[src/rtl/verificador_paridad_pkg.sv]
// Shared state encodings, error-counter type and saturation helper for the serial parity checker.
package verificador_paridad_pkg;

  localparam logic [1:0] ST_IDLE   = 2'd0;
  localparam logic [1:0] ST_DATA   = 2'd1;
  localparam logic [1:0] ST_PARITY = 2'd2;
  localparam logic [1:0] ST_DONE   = 2'd3;

  localparam logic [7:0] ERR_MAX = 8'd255;

  typedef logic [7:0] err_cnt_t;

  // Holds at ERR_MAX instead of wrapping back to zero.
  function automatic err_cnt_t sat_inc(input err_cnt_t c);
    return (c < ERR_MAX) ? c + 8'd1 : c;
  endfunction

endpackage

[src/rtl/verificador_paridad_if.sv]
// Serial frame input and per-frame result bundle between the bit source and the parity checker.
interface verificador_paridad_if #(
  parameter int DATA_BITS = 8
);
  logic                 start;
  logic                 bit_in;
  logic                 bit_valid;
  logic                 busy;
  logic                 done;
  logic                 par_err;
  logic [DATA_BITS-1:0] data_out;
  logic [7:0]           err_count;

  modport master (
    output start, bit_in, bit_valid,
    input  busy, done, par_err, data_out, err_count
  );

  modport slave (
    input  start, bit_in, bit_valid,
    output busy, done, par_err, data_out, err_count
  );
endinterface

[src/rtl/acumulador_xor.sv]
// 1-bit XOR accumulator: synchronous active-low reset, load of an init value, enable folds i_d in.
module acumulador_xor #(
  parameter logic RST_VAL = 1'b0
) (
  input  logic clk,
  input  logic rst_n,
  input  logic i_load,
  input  logic i_init,
  input  logic i_en,
  input  logic i_d,
  output logic o_q
);

  logic r_q;

  always_ff @(posedge clk) begin
    if (!rst_n) begin
      r_q <= RST_VAL;
    end else if (i_load) begin
      r_q <= i_init;
    end else if (i_en) begin
      r_q <= r_q ^ i_d;
    end
  end

  assign o_q = r_q;

endmodule

[src/rtl/verificador_paridad.sv]
// Serial parity checker: start strobe, DATA_BITS data bits LSB first, one parity bit.
// done is high during the cycle after the parity bit is sampled; start is honoured in every state.
module verificador_paridad
  import verificador_paridad_pkg::*;
#(
  parameter int DATA_BITS  = 8,
  parameter int PARITY_ODD = 0
) (
  input  logic                  clk,
  input  logic                  rst_n,
  verificador_paridad_if.slave  bus
);

  localparam int   CNT_W    = $clog2(DATA_BITS);
  localparam logic ACC_INIT = (PARITY_ODD != 0);

  logic [1:0]           r_state;
  logic [CNT_W-1:0]     r_cnt;
  logic [DATA_BITS-1:0] r_shift;
  logic [DATA_BITS-1:0] r_data_out;
  logic                 r_par_err;
  err_cnt_t             r_err_count;

  logic w_acc;
  logic w_acc_en;
  logic w_frame_err;
  logic w_last_bit;

  // A bit_valid coinciding with start belongs to no frame, so it never reaches the accumulator.
  assign w_acc_en    = (r_state == ST_DATA) && bus.bit_valid && !bus.start;
  assign w_frame_err = w_acc ^ bus.bit_in;
  assign w_last_bit  = (r_cnt == CNT_W'(DATA_BITS - 1));

  acumulador_xor #(
    .RST_VAL (ACC_INIT)
  ) u_acc (
    .clk    (clk),
    .rst_n  (rst_n),
    .i_load (bus.start),
    .i_init (ACC_INIT),
    .i_en   (w_acc_en),
    .i_d    (bus.bit_in),
    .o_q    (w_acc)
  );

  always_ff @(posedge clk) begin
    if (!rst_n) begin
      r_state     <= ST_IDLE;
      r_cnt       <= '0;
      r_shift     <= '0;
      r_data_out  <= '0;
      r_par_err   <= 1'b0;
      r_err_count <= '0;
    end else if (bus.start) begin
      r_state <= ST_DATA;
      r_cnt   <= '0;
      r_shift <= '0;
    end else begin
      case (r_state)
        ST_DATA: begin
          if (bus.bit_valid) begin
            r_shift <= {bus.bit_in, r_shift[DATA_BITS-1:1]};
            r_cnt   <= r_cnt + 1'b1;
            if (w_last_bit) begin
              r_state <= ST_PARITY;
            end
          end
        end
        ST_PARITY: begin
          if (bus.bit_valid) begin
            r_par_err  <= w_frame_err;
            r_data_out <= r_shift;
            if (w_frame_err) begin
              r_err_count <= sat_inc(r_err_count);
            end
            r_state <= ST_DONE;
          end
        end
        ST_DONE: begin
          r_state <= ST_IDLE;
        end
        default: begin
          r_state <= ST_IDLE;
        end
      endcase
    end
  end

  assign bus.busy      = (r_state == ST_DATA) || (r_state == ST_PARITY);
  assign bus.done      = (r_state == ST_DONE);
  assign bus.par_err   = r_par_err;
  assign bus.data_out  = r_data_out;
  assign bus.err_count = r_err_count;

endmodule
[src/flat_wrapper.sv]
// flat-port wrapper written by rule: the top's interface ports become plain ports
module verificador_paridad_flat import verificador_paridad_pkg::*;
#(
  parameter int DATA_BITS  = 8,
  parameter int PARITY_ODD = 0
)
  (clk, rst_n, bus_start, bus_bit_in, bus_bit_valid, bus_busy, bus_done, bus_par_err, bus_data_out, bus_err_count);
  verificador_paridad_if #(.DATA_BITS(DATA_BITS)) bus_i ();
  input  logic clk;
  input  logic rst_n;
  input wire logic [$bits(bus_i.start)-1:0] bus_start;
  input wire logic [$bits(bus_i.bit_in)-1:0] bus_bit_in;
  input wire logic [$bits(bus_i.bit_valid)-1:0] bus_bit_valid;
  output wire logic [$bits(bus_i.busy)-1:0] bus_busy;
  output wire logic [$bits(bus_i.done)-1:0] bus_done;
  output wire logic [$bits(bus_i.par_err)-1:0] bus_par_err;
  output wire logic [$bits(bus_i.data_out)-1:0] bus_data_out;
  output wire logic [$bits(bus_i.err_count)-1:0] bus_err_count;
  assign bus_i.start = bus_start;
  assign bus_i.bit_in = bus_bit_in;
  assign bus_i.bit_valid = bus_bit_valid;
  assign bus_busy = bus_i.busy;
  assign bus_done = bus_i.done;
  assign bus_par_err = bus_i.par_err;
  assign bus_data_out = bus_i.data_out;
  assign bus_err_count = bus_i.err_count;
  verificador_paridad #(.DATA_BITS(DATA_BITS), .PARITY_ODD(PARITY_ODD)) u_core (.clk(clk), .rst_n(rst_n), .bus(bus_i));
endmodule
[config.mk]
export PLATFORM = sky130hd
export DESIGN_NAME = verificador_paridad_flat
export DESIGN_NICKNAME = d
export VERILOG_FILES = /design/src/rtl/verificador_paridad_pkg.sv /design/src/rtl/verificador_paridad_if.sv /design/src/rtl/acumulador_xor.sv /design/src/rtl/verificador_paridad.sv /design/src/flat_wrapper.sv
export SDC_FILE = /design/constraint.sdc
export NUM_CORES = 1
export LEC_CHECK = 0
export ABC_AREA = 1
export CORE_MARGIN = 5
export CORE_UTILIZATION = 40
export CTS_BUF_LIST = sky130_fd_sc_hd__clkbuf_16
export DETAILED_ROUTE_END_ITERATION = 10
export GPL_TIMING_DRIVEN = 0
export PLACE_DENSITY = 0.65
export SLEW_MARGIN = 30
export SYNTH_ARGS = -nofsm -noshare
export SYNTH_HDL_FRONTEND = slang
export SYNTH_SLANG_ARGS = --single-unit
[constraint.sdc]
create_clock -name clk -period 1.36 [get_ports clk]
set_input_delay 0.272 -clock clk [delete_from_list [all_inputs] [get_ports clk]]
set_output_delay 0.272 -clock clk [all_outputs]
set_load 0.05 [all_outputs]
Word level (Yosys, flattened, before mapping)
Cells that the tools add are included.
- flip-flop bits (word level): 31
- input bits: 5
- output and inout port bits: 19
- logic and storage cells: 39
- add/subtract/negate cells: 2
- magnitude comparators: 1
- equality and inequality tests: 10
- muxes and demuxes: 5
- bitwise logic cells: 3
- reductions and logical operators: 10
- operators with widths (operator ; count):
    3-bit AND reduction ; 3
    8-bit by 1-bit adder with 8-bit output (second input constant) ; 1
    8-bit < comparator (second input constant) ; 1
    2-bit two-way mux ; 3
    3-bit != test (second input constant) ; 2
    5-bit AND reduction ; 1
    2-bit == test (second input constant) ; 2
    2-bit != test (second input constant) ; 2
    2-bit one-hot mux with 2 select lines ; 1
    3-bit by 1-bit adder with 3-bit output (second input constant) ; 1
    3-bit == test (second input constant) ; 1
    3-bit by 2-bit != test with 1-bit output (second input constant) ; 1
    2-bit by 1-bit == test with 1-bit output (second input constant) ; 1
    1-bit logical AND ; 2
    2-bit by 1-bit != test with 1-bit output (second input constant) ; 1
    1-bit NOT ; 2
    2-bit AND reduction ; 1
    2-bit OR reduction ; 1
    1-bit logical NOT ; 1
    1-bit logical OR ; 1
    1-bit two-way mux ; 1
    1-bit XOR ; 1

Logic depth before layout (Yosys ltp)
Gate-level depths: netlist (run 1).
- word-level depth: 5
- mapped depth: 8
- depth with buffers taken out: 8

By module
Synthesis (run 1) repeated with hierarchy kept, for this count alone.
- cells, all modules: 200
- area total of the unflattened synthesis: 1443.9 um^2
- modules (own cells, without submodules) (module ; times used ; cells each ; area an instance (um^2)):
    verificador_paridad ; 1 ; 191 ; 1386.3
    acumulador_xor ; 1 ; 9 ; 57.6

Least setup slack after synthesis (run 1)
No wires, ideal clock.
- path kind: register to register
- from: register u_core.r_err_count[1], in the netlist u_core.bus.err_count[1]
- to: register u_core.r_err_count[3], in the netlist u_core.bus.err_count[3]
- data arrival time: 1601 ps
- data required time: 1290 ps
- path slack: -311 ps
- cell stages (with the launch flop): 8
- path buffers: 0
- clock period less this slack: 1671 ps
- cell sequence: dfxtp_1 ha_1 nand3_1 clkinv_1 nand2_1 nand2_2 nand2_1 a21oi_1
- longest elaborated chain between the ends: 2
- elaborated cells on any way between the ends: 3
- RTL lines (item ; RTL line ; source):
    from (decl) ; verificador_paridad.sv:22 ; err_cnt_t r_err_count;
    from (signal assigned) ; verificador_paridad.sv:74 ; r_err_count <= sat_inc(r_err_count);
    8-bit < comparator ; verificador_paridad_pkg.sv:15 ; return (c < ERR_MAX) ? c + 8'd1 : c;
    5-bit AND reduction (no line) ; -- ;
Several ways; a longest one is shown, not always the timed one.
A chain may end at the register's enable or synchronous reset.

Worst setup path in the final report (run 1)
- from: register u_core.r_state[0]
- to: output bus_busy
- longest elaborated chain between the ends: 2
- elaborated cells on any way between the ends: 3
- RTL lines (item ; RTL line ; source):
    from (decl) ; verificador_paridad.sv:17 ; logic [1:0] r_state;
    from (signal assigned) ; verificador_paridad.sv:48 ; r_state <= ST_IDLE;
    from (signal assigned) ; verificador_paridad.sv:55 ; r_state <= ST_DATA;
    from (signal assigned) ; verificador_paridad.sv:65 ; r_state <= ST_PARITY;
    2-bit by 1-bit == test with 1-bit output or 2-bit == test (tied branches) ; verificador_paridad.sv:89 ; assign bus.busy = (r_state == ST_DATA) || (r_state == ST_PARITY);
    1-bit logical OR (*) ; verificador_paridad.sv:89 ;
    to (decl) ; flat_wrapper.sv:14 ; output wire logic [$bits(bus_i.busy)-1:0] bus_busy;
Mark *: on every way between the ends. The rest lies on a longest branch, timed or not.

==> impl_metrics.ini, run 1 <==
[outcome]
status = finished with violations
violations = setup timing

[min_path]
hold_depth = 3
hold_end = u_core.bus.err_count[1]
hp-start = rst_n
min_path_type = in -> reg

[final_layout]
drive_above_1_share_pct = 27.9
post-route-util_pct = 58.6
area_growth_syn_to_layout_pct = 40.0
fill_cells = 338
antenna_cells = 0
final_cells = 272
fin_nets = 236
stdcell_area_sq_mm = 0.00197

[synth]
synthFlopType = dfxtp_1
ys_top_cells_by_count = nand2_1 (42), nor2_1 (40), dfxtp_1 (31)
synth-edff-count = 0
synth_top_area_share_pct = 44.1
synthMostInstantiatedCell = nand2_1
ys_types = 23
synthTopCellsByArea = dfxtp_1 (44%), nand2_1 (11%), nor2_1 (11%), a21oi_1 (5.3%), ha_1 (5.3%)
synth_warnings = 0
async_flop_share_pct = 0
synth_area_sq_mm = 0.00141
synth.ff_latch_count = 31
syn_inst = 195
syn_nets = 206
synth.largest_area_cell = dfxtp_1
synth.avg_cell_area_sq_um = 7.22
synth_sequential_area_ratio_pct = 44.1

[timing]
fin_crit_ns = 1.37
fin_tns_setup_ns = -0.0119
skew_ns = 0.00208
fmax_mhz = 729
hold_viol = 0
setup_viol = 1
period_share_pct = 101
rsz0062_at_grt = yes
tightest_slew_ns = 0.297
max-slew-margin-rel_pct = 80.2
setup_slack_ns = -0.0119
slew_viol_final = 0

[die]
fp.dieH_um = 69.3
start_util_pct = 41.9
rows = 21
die_w_um = 69.3
die_area_sq_mm = 0.00481
io_pins = 24
coreArea_sq_mm = 0.00336

[routing]
met1_length_um = 1390
top_layer = met4
wl_met2_um = 1610
firstDrtPassIters = 4
route.vias.total = 1286
drcViolationCount = 0
antenna_left = 0
wire_per_inst_um = 11.7
viasPerCell = 4.73
wl_met3_um = 136
wirelength_um = 3170
drt_iter0_markers = 56

[grt]
grt_pass1_wl_um = 5330
grt-ovfl-total = 0
grt_pass1_vias = 1189
grt_max_degree = 11
antenna_found_initial = 0
grt.total_usage_pct = 13.6

[pwr]
power.internal_mw = 1.84
power.switching_uw = 519
ir_drop_mv = 0.623
power_switching_share_pct = 22.0
power.leakage_nw = 0.778
p_clk_share_pct = 52.2
seqPwrFrac_pct = 39.7
pwr-share-comb_pct = 8.2
pwr_density_cell_mw_per_mm2 = 1200

[critical_path]
required_ns = 1.09
arrival_ns = 1.10
r2r-end = u_core.bus.err_count[7]
worstSetupPathType = reg -> out
ff2ff_path_depth = 8
rrSetupSlack_ns = 0.06
end_kind = output port
start_kind = register
path_max_fanout = 4
reg2reg_from = u_core.r_state[0]

[placed_design]
place.detailed.hpwl_um = 2180
port_buffers = 22
place_area_sq_mm = 0.00170
dp.cells = 263
globalplace.congestion = 0.760

[clock_network]
cts_buffers = 5
clk-insertion-delay-late_ns = 0.27
cts_tree = yes
clock_path_buffers = 2
cts-root-buf = clkbuf_16
cts.sinks = 31
cts-htree-levels = 2
cts.clk_slew.worst_paths_ns = 0.05

[job]
max_cap_viol_count = 0
metal layers:
layer | global-route usage, % | up-vias
met3 | 3.91 | 4
met2 | 22.8 | 14
li1 | - | 675
met4 | 5.21 | 0
met1 | 16.3 | 593
met5 | 0 | -
through the flow:
step	hold WS, ns	setup slack [ns]	power, mW
6_report	0.323	-0.0119	2.36
3_3_place_gp	0.456	-0.488	1.13
3_5_place_dp	0.458	-0.466	1.13
4_1_cts	0.317	-0.0694	2.36
2_1_floorplan	0.438	0.0143	1.07
5_1_grt	0.347	-0.0405	2.45
kinds of logic (layout without fill, tap and decap cells):
group                    count (synthesis)  after routing  synth area share, %
AND/OR/NAND/NOR                         96             96                 29.2
AO/OA/AOI/OAI                           36             36                 13.2
flip-flops                              31             31                 44.1
buffers and inverters                   23             54                 6.40
adder cells (fa/ha/maj)                  6              6                 5.33
XOR/XNOR                                 3              3                 1.87
placed cells by master, fill, tap and decap left out, drive strengths merged, types with 2 or more instances in the layout:
master	synthesis	routed
nand3	7	7
a21oi	15	15
inv	18	18
o21ai	19	19
clkbuf	1	5
nor2	43	43
clkdlybuf4s15	0	16
dfxtp	31	31
ha	6	6
buf	3	8
nand2	45	45
clkinv	1	3
xor2	2	2
power groups by stage:
| stage | clock, mW | sequential (mW) | combinational [mW] |
|---|---|---|---|
| floorplan | 0 | 0.972 | 0.101 |
| global placement | 0 | 0.954 | 0.173 |
| detailed placement | 0 | 0.955 | 0.174 |
| CTS | 1.25 | 0.936 | 0.181 |
| global route | 1.30 | 0.939 | 0.213 |
| finish | 1.23 | 0.937 | 0.194 |
area by class of cell:
type / instances / area, sq um / area share (%)
timing repair buffer: 23 / 244 / 12.4
tap: 46 / 57.6 / 2.92
clock inverter: 3 / 38.8 / 1.97
clock buffer: 5 / 125 / 6.35
inverter: 19 / 71.3 / 3.62
sequential: 31 / 641 / 32.5
buffer: 4 / 25.0 / 1.27
multi-input combinational: 141 / 768 / 39.0
critical path, cell delays in order, from the launching register on:
cell     delay, ns
dfxtp_4       0.36
inv_2         0.04
ha_4          0.25
inv_2         0.04
buf_8         0.14
flip-flops by register name, indices dropped and copies added, names as in the netlist:
| name | count |
|---|---|
| u_core.bus.par_err | 1 |
| u_core.u_acc.o_q | 1 |
| u_core.r_shift | 8 |
| u_core.bus.err_count | 8 |
| u_core.bus.data_out | 8 |
| u_core.r_state | 2 |
| u_core.r_cnt | 3 |
worst max-delay path by stage:
stage                                    to  cells after the start  slack [ns]                     from
floorplan           u_core.bus.err_count[1]                      7        0.01  u_core.bus.err_count[0]
global placement                   bus_busy                      4       -0.49        u_core.r_state[0]
detailed placement                 bus_busy                      4       -0.47        u_core.r_state[0]
CTS                                bus_busy                      4       -0.07        u_core.r_state[0]
global route                       bus_busy                      4       -0.04        u_core.r_state[0]
finish                             bus_busy                      4       -0.01        u_core.r_state[0]
repair_timing:
| item | in CTS | in global routing |
|---|---|---|
| setup endpoints to repair | 30 | 16 |
| pin swaps | 3 | 4 |
| resized for setup | 73 | 23 |
| setup buffers | 1 | 0 |
| hold buffers | 0 | 0 |
No activity file was read; power rests on OpenSTA's default activity.
==> run 2: changes to the inputs <==
--- a/config.mk
+++ b/config.mk
@@ -11,7 +11,6 @@
 export CTS_BUF_LIST = sky130_fd_sc_hd__clkbuf_16
 export DETAILED_ROUTE_END_ITERATION = 10
 export GPL_TIMING_DRIVEN = 0
-export PLACE_DENSITY = 0.65
 export SLEW_MARGIN = 30
 export SYNTH_ARGS = -nofsm -noshare
 export SYNTH_HDL_FRONTEND = slang
==> constraint.sdc (replaced) <==
create_clock -name clk -period 1.5 [get_ports clk]
set_input_delay 0.3 -clock clk [delete_from_list [all_inputs] [get_ports clk]]
set_output_delay 0.3 -clock clk [all_outputs]
set_load 0.05 [all_outputs]
==> run 2 against run 1 <==
Register-to-register slack improved by 0.04 ns. Worst setup slack improved by 0.052 ns. Clock skew rose by 0.0042 ns. Highest routed layer unchanged. Combinational power fell by 15%. Sequential cell count did not move. The flow now finishes without violations. Global-route usage rose by 0.58 points. Non-clock buffer count rose by 1. Critical path depth fell by 3. Wire length fell by 3.1%.
==> impl_metrics.ini, run 2 (synthesis results as in run 1) <==
[placed_design]
place_area_sq_mm = 0.00169
dp_slack_ns = -0.388
dp.cells = 263
globalplace.congestion = 0.762
place.detailed.hpwl_um = 2260
port_buffers = 22

[final_layout]
stdcell_area_sq_mm = 0.00187
fill_cells = 365
final_cells = 273
post-route-util_pct = 55.7
layout_common_cells = nand2_1 (42), nor2_1 (40), dfxtp_1 (28), inv_1 (16)
fin_nets = 237
area_growth_syn_to_layout_pct = 33.1
drive_above_1_share_pct = 15.9
antenna_cells = 0
final_common_cell = nand2_1

[critical_path]
cp_num_buf_inv = 1
crit_chain = clkdlybuf4s15_1
r2r-end = u_core.bus.err_count[0]
worstSetupPathType = reg -> out
ff2ff_path_depth = 7
path_max_fanout = 5
start_kind = register
end_kind = output port
reg2reg_from = u_core.r_state[1]
required_ns = 1.20
cp_top_family = buffers and inverters
rrSetupSlack_ns = 0.10
cpPeakStageDelay_ns = 0.51
arrival_ns = 1.16
critical_path.startpoint = u_core.bus.err_count[0]
cp_slowest_cell = clkdlybuf4s15_1

[grt]
grt_use_met3_pct = 4.78
grt_pass1_wl_um = 5620
antenna_found_initial = 0
grt_pass1_vias = 1291
grt-ovfl-total = 0
met2_usage_pct = 24.0
grt.total_usage_pct = 14.2
grt_max_degree = 11
gr-max-usage-layer = met2
use_met1_pct = 17.5

[clock_network]
cts_buffers = 5
cts.clk_slew.worst_paths_ns = 0.05
clock_path_buffers = 2
cts-htree-levels = 2
cts_tree = yes
cts.sinks = 31
clk-insertion-delay-late_ns = 0.27
cts-root-buf = clkbuf_16
hold_buffers = 0

[pwr]
pwr_density_cell_mw_per_mm2 = 1030
ir_drop_mv = 0.549
power.leakage_nw = 0.808

[routing]
wire_per_inst_um = 11.3
viasPerCell = 4.77
firstDrtPassIters = 4
wirelength_um = 3070
antenna_left = 0
route.vias.total = 1301
drt_iter0_markers = 49
drcViolationCount = 0

[die]
die_w_um = 69.3
rows = 21
die_area_sq_mm = 0.00481
io_pins = 24
coreArea_sq_mm = 0.00336
fp.dieH_um = 69.3
start_util_pct = 41.9

[min_path]
min_path_type = in -> reg
hold_end = u_core.bus.err_count[1]
hp-start = rst_n
hold_depth = 3

[timing]
setup_slack_ns = 0.0400
rsz0062_at_grt = yes
fmax_mhz = 685
fin_crit_ns = 1.46
slew_viol_final = 0
tightest_slew_ns = 0.493
hold_viol = 0
max-slew-margin-rel_pct = 67.3
whs_ns = 0.361
skew_ns = 0.00631
setup_viol = 0
period_share_pct = 97.3

[outcome]
status = finished, final reports clean

[job]
max_cap_viol_count = 0
run 2: per-layer routing:
metal / vias up / wire length, um
met4: 0 / 9
li1: 684 / -
met1: 593 / 1480
met5: - / 0
met3: 2 / 122
met2: 22 / 1470
run 2: power breakdown:
group	switching (mW)	internal [mW]
clock	0.319	0.597
sequential	0.0106	0.842
combinational	0.110	0.0548
total	0.440	1.49
run 2: area by class of cell:
class | instances | area (sq um) | share of cell area, %
buffer | 4 | 20.0 | 1.07
clock buffer | 5 | 125 | 6.68
clock inverter | 3 | 12.5 | 0.668
inverter | 19 | 71.3 | 3.81
multi-input combinational | 141 | 729 | 38.9
sequential | 31 | 624 | 33.3
tap | 46 | 57.6 | 3.07
timing repair buffer | 24 | 233 | 12.4
run 2: per-stage QoR:
step           total power, mW  setup TNS [ns]
6_report                  1.93               0
5_1_grt                   2.00        -0.00978
4_1_cts                   1.94               0
3_5_place_dp              1.03           -4.50
3_3_place_gp              1.02           -3.65
2_1_floorplan            0.976               0
run 2: repair_timing:
item / CTS / global route
endpoints found under the hold margin: 0 / 0
pin swaps: 1 / 0
buffers inserted: 1 / 1
gates resized for setup: 41 / 11
endpoints found under the setup margin: 26 / 18
run 2: worst max path at each step:
stage | endpoint | slack [ns] | cells past startpoint
5_1_grt | u_core.bus.err_count[0] | -0.01 | 7
2_1_floorplan | u_core.bus.err_count[3] | 0.02 | 6
3_3_place_gp | bus_busy | -0.36 | 4
6_report | bus_err_count[0] | 0.04 | 1
3_5_place_dp | bus_busy | -0.39 | 4
4_1_cts | bus_busy | 0.002 | 4
run 2: worst min-delay path, delay by kind of cell:
kind,cells,cell delay [ns]
buffers and inverters,1,0.16
AOI/OAI and AO/OA,1,0.08
and+or+nand+nor,1,0.04
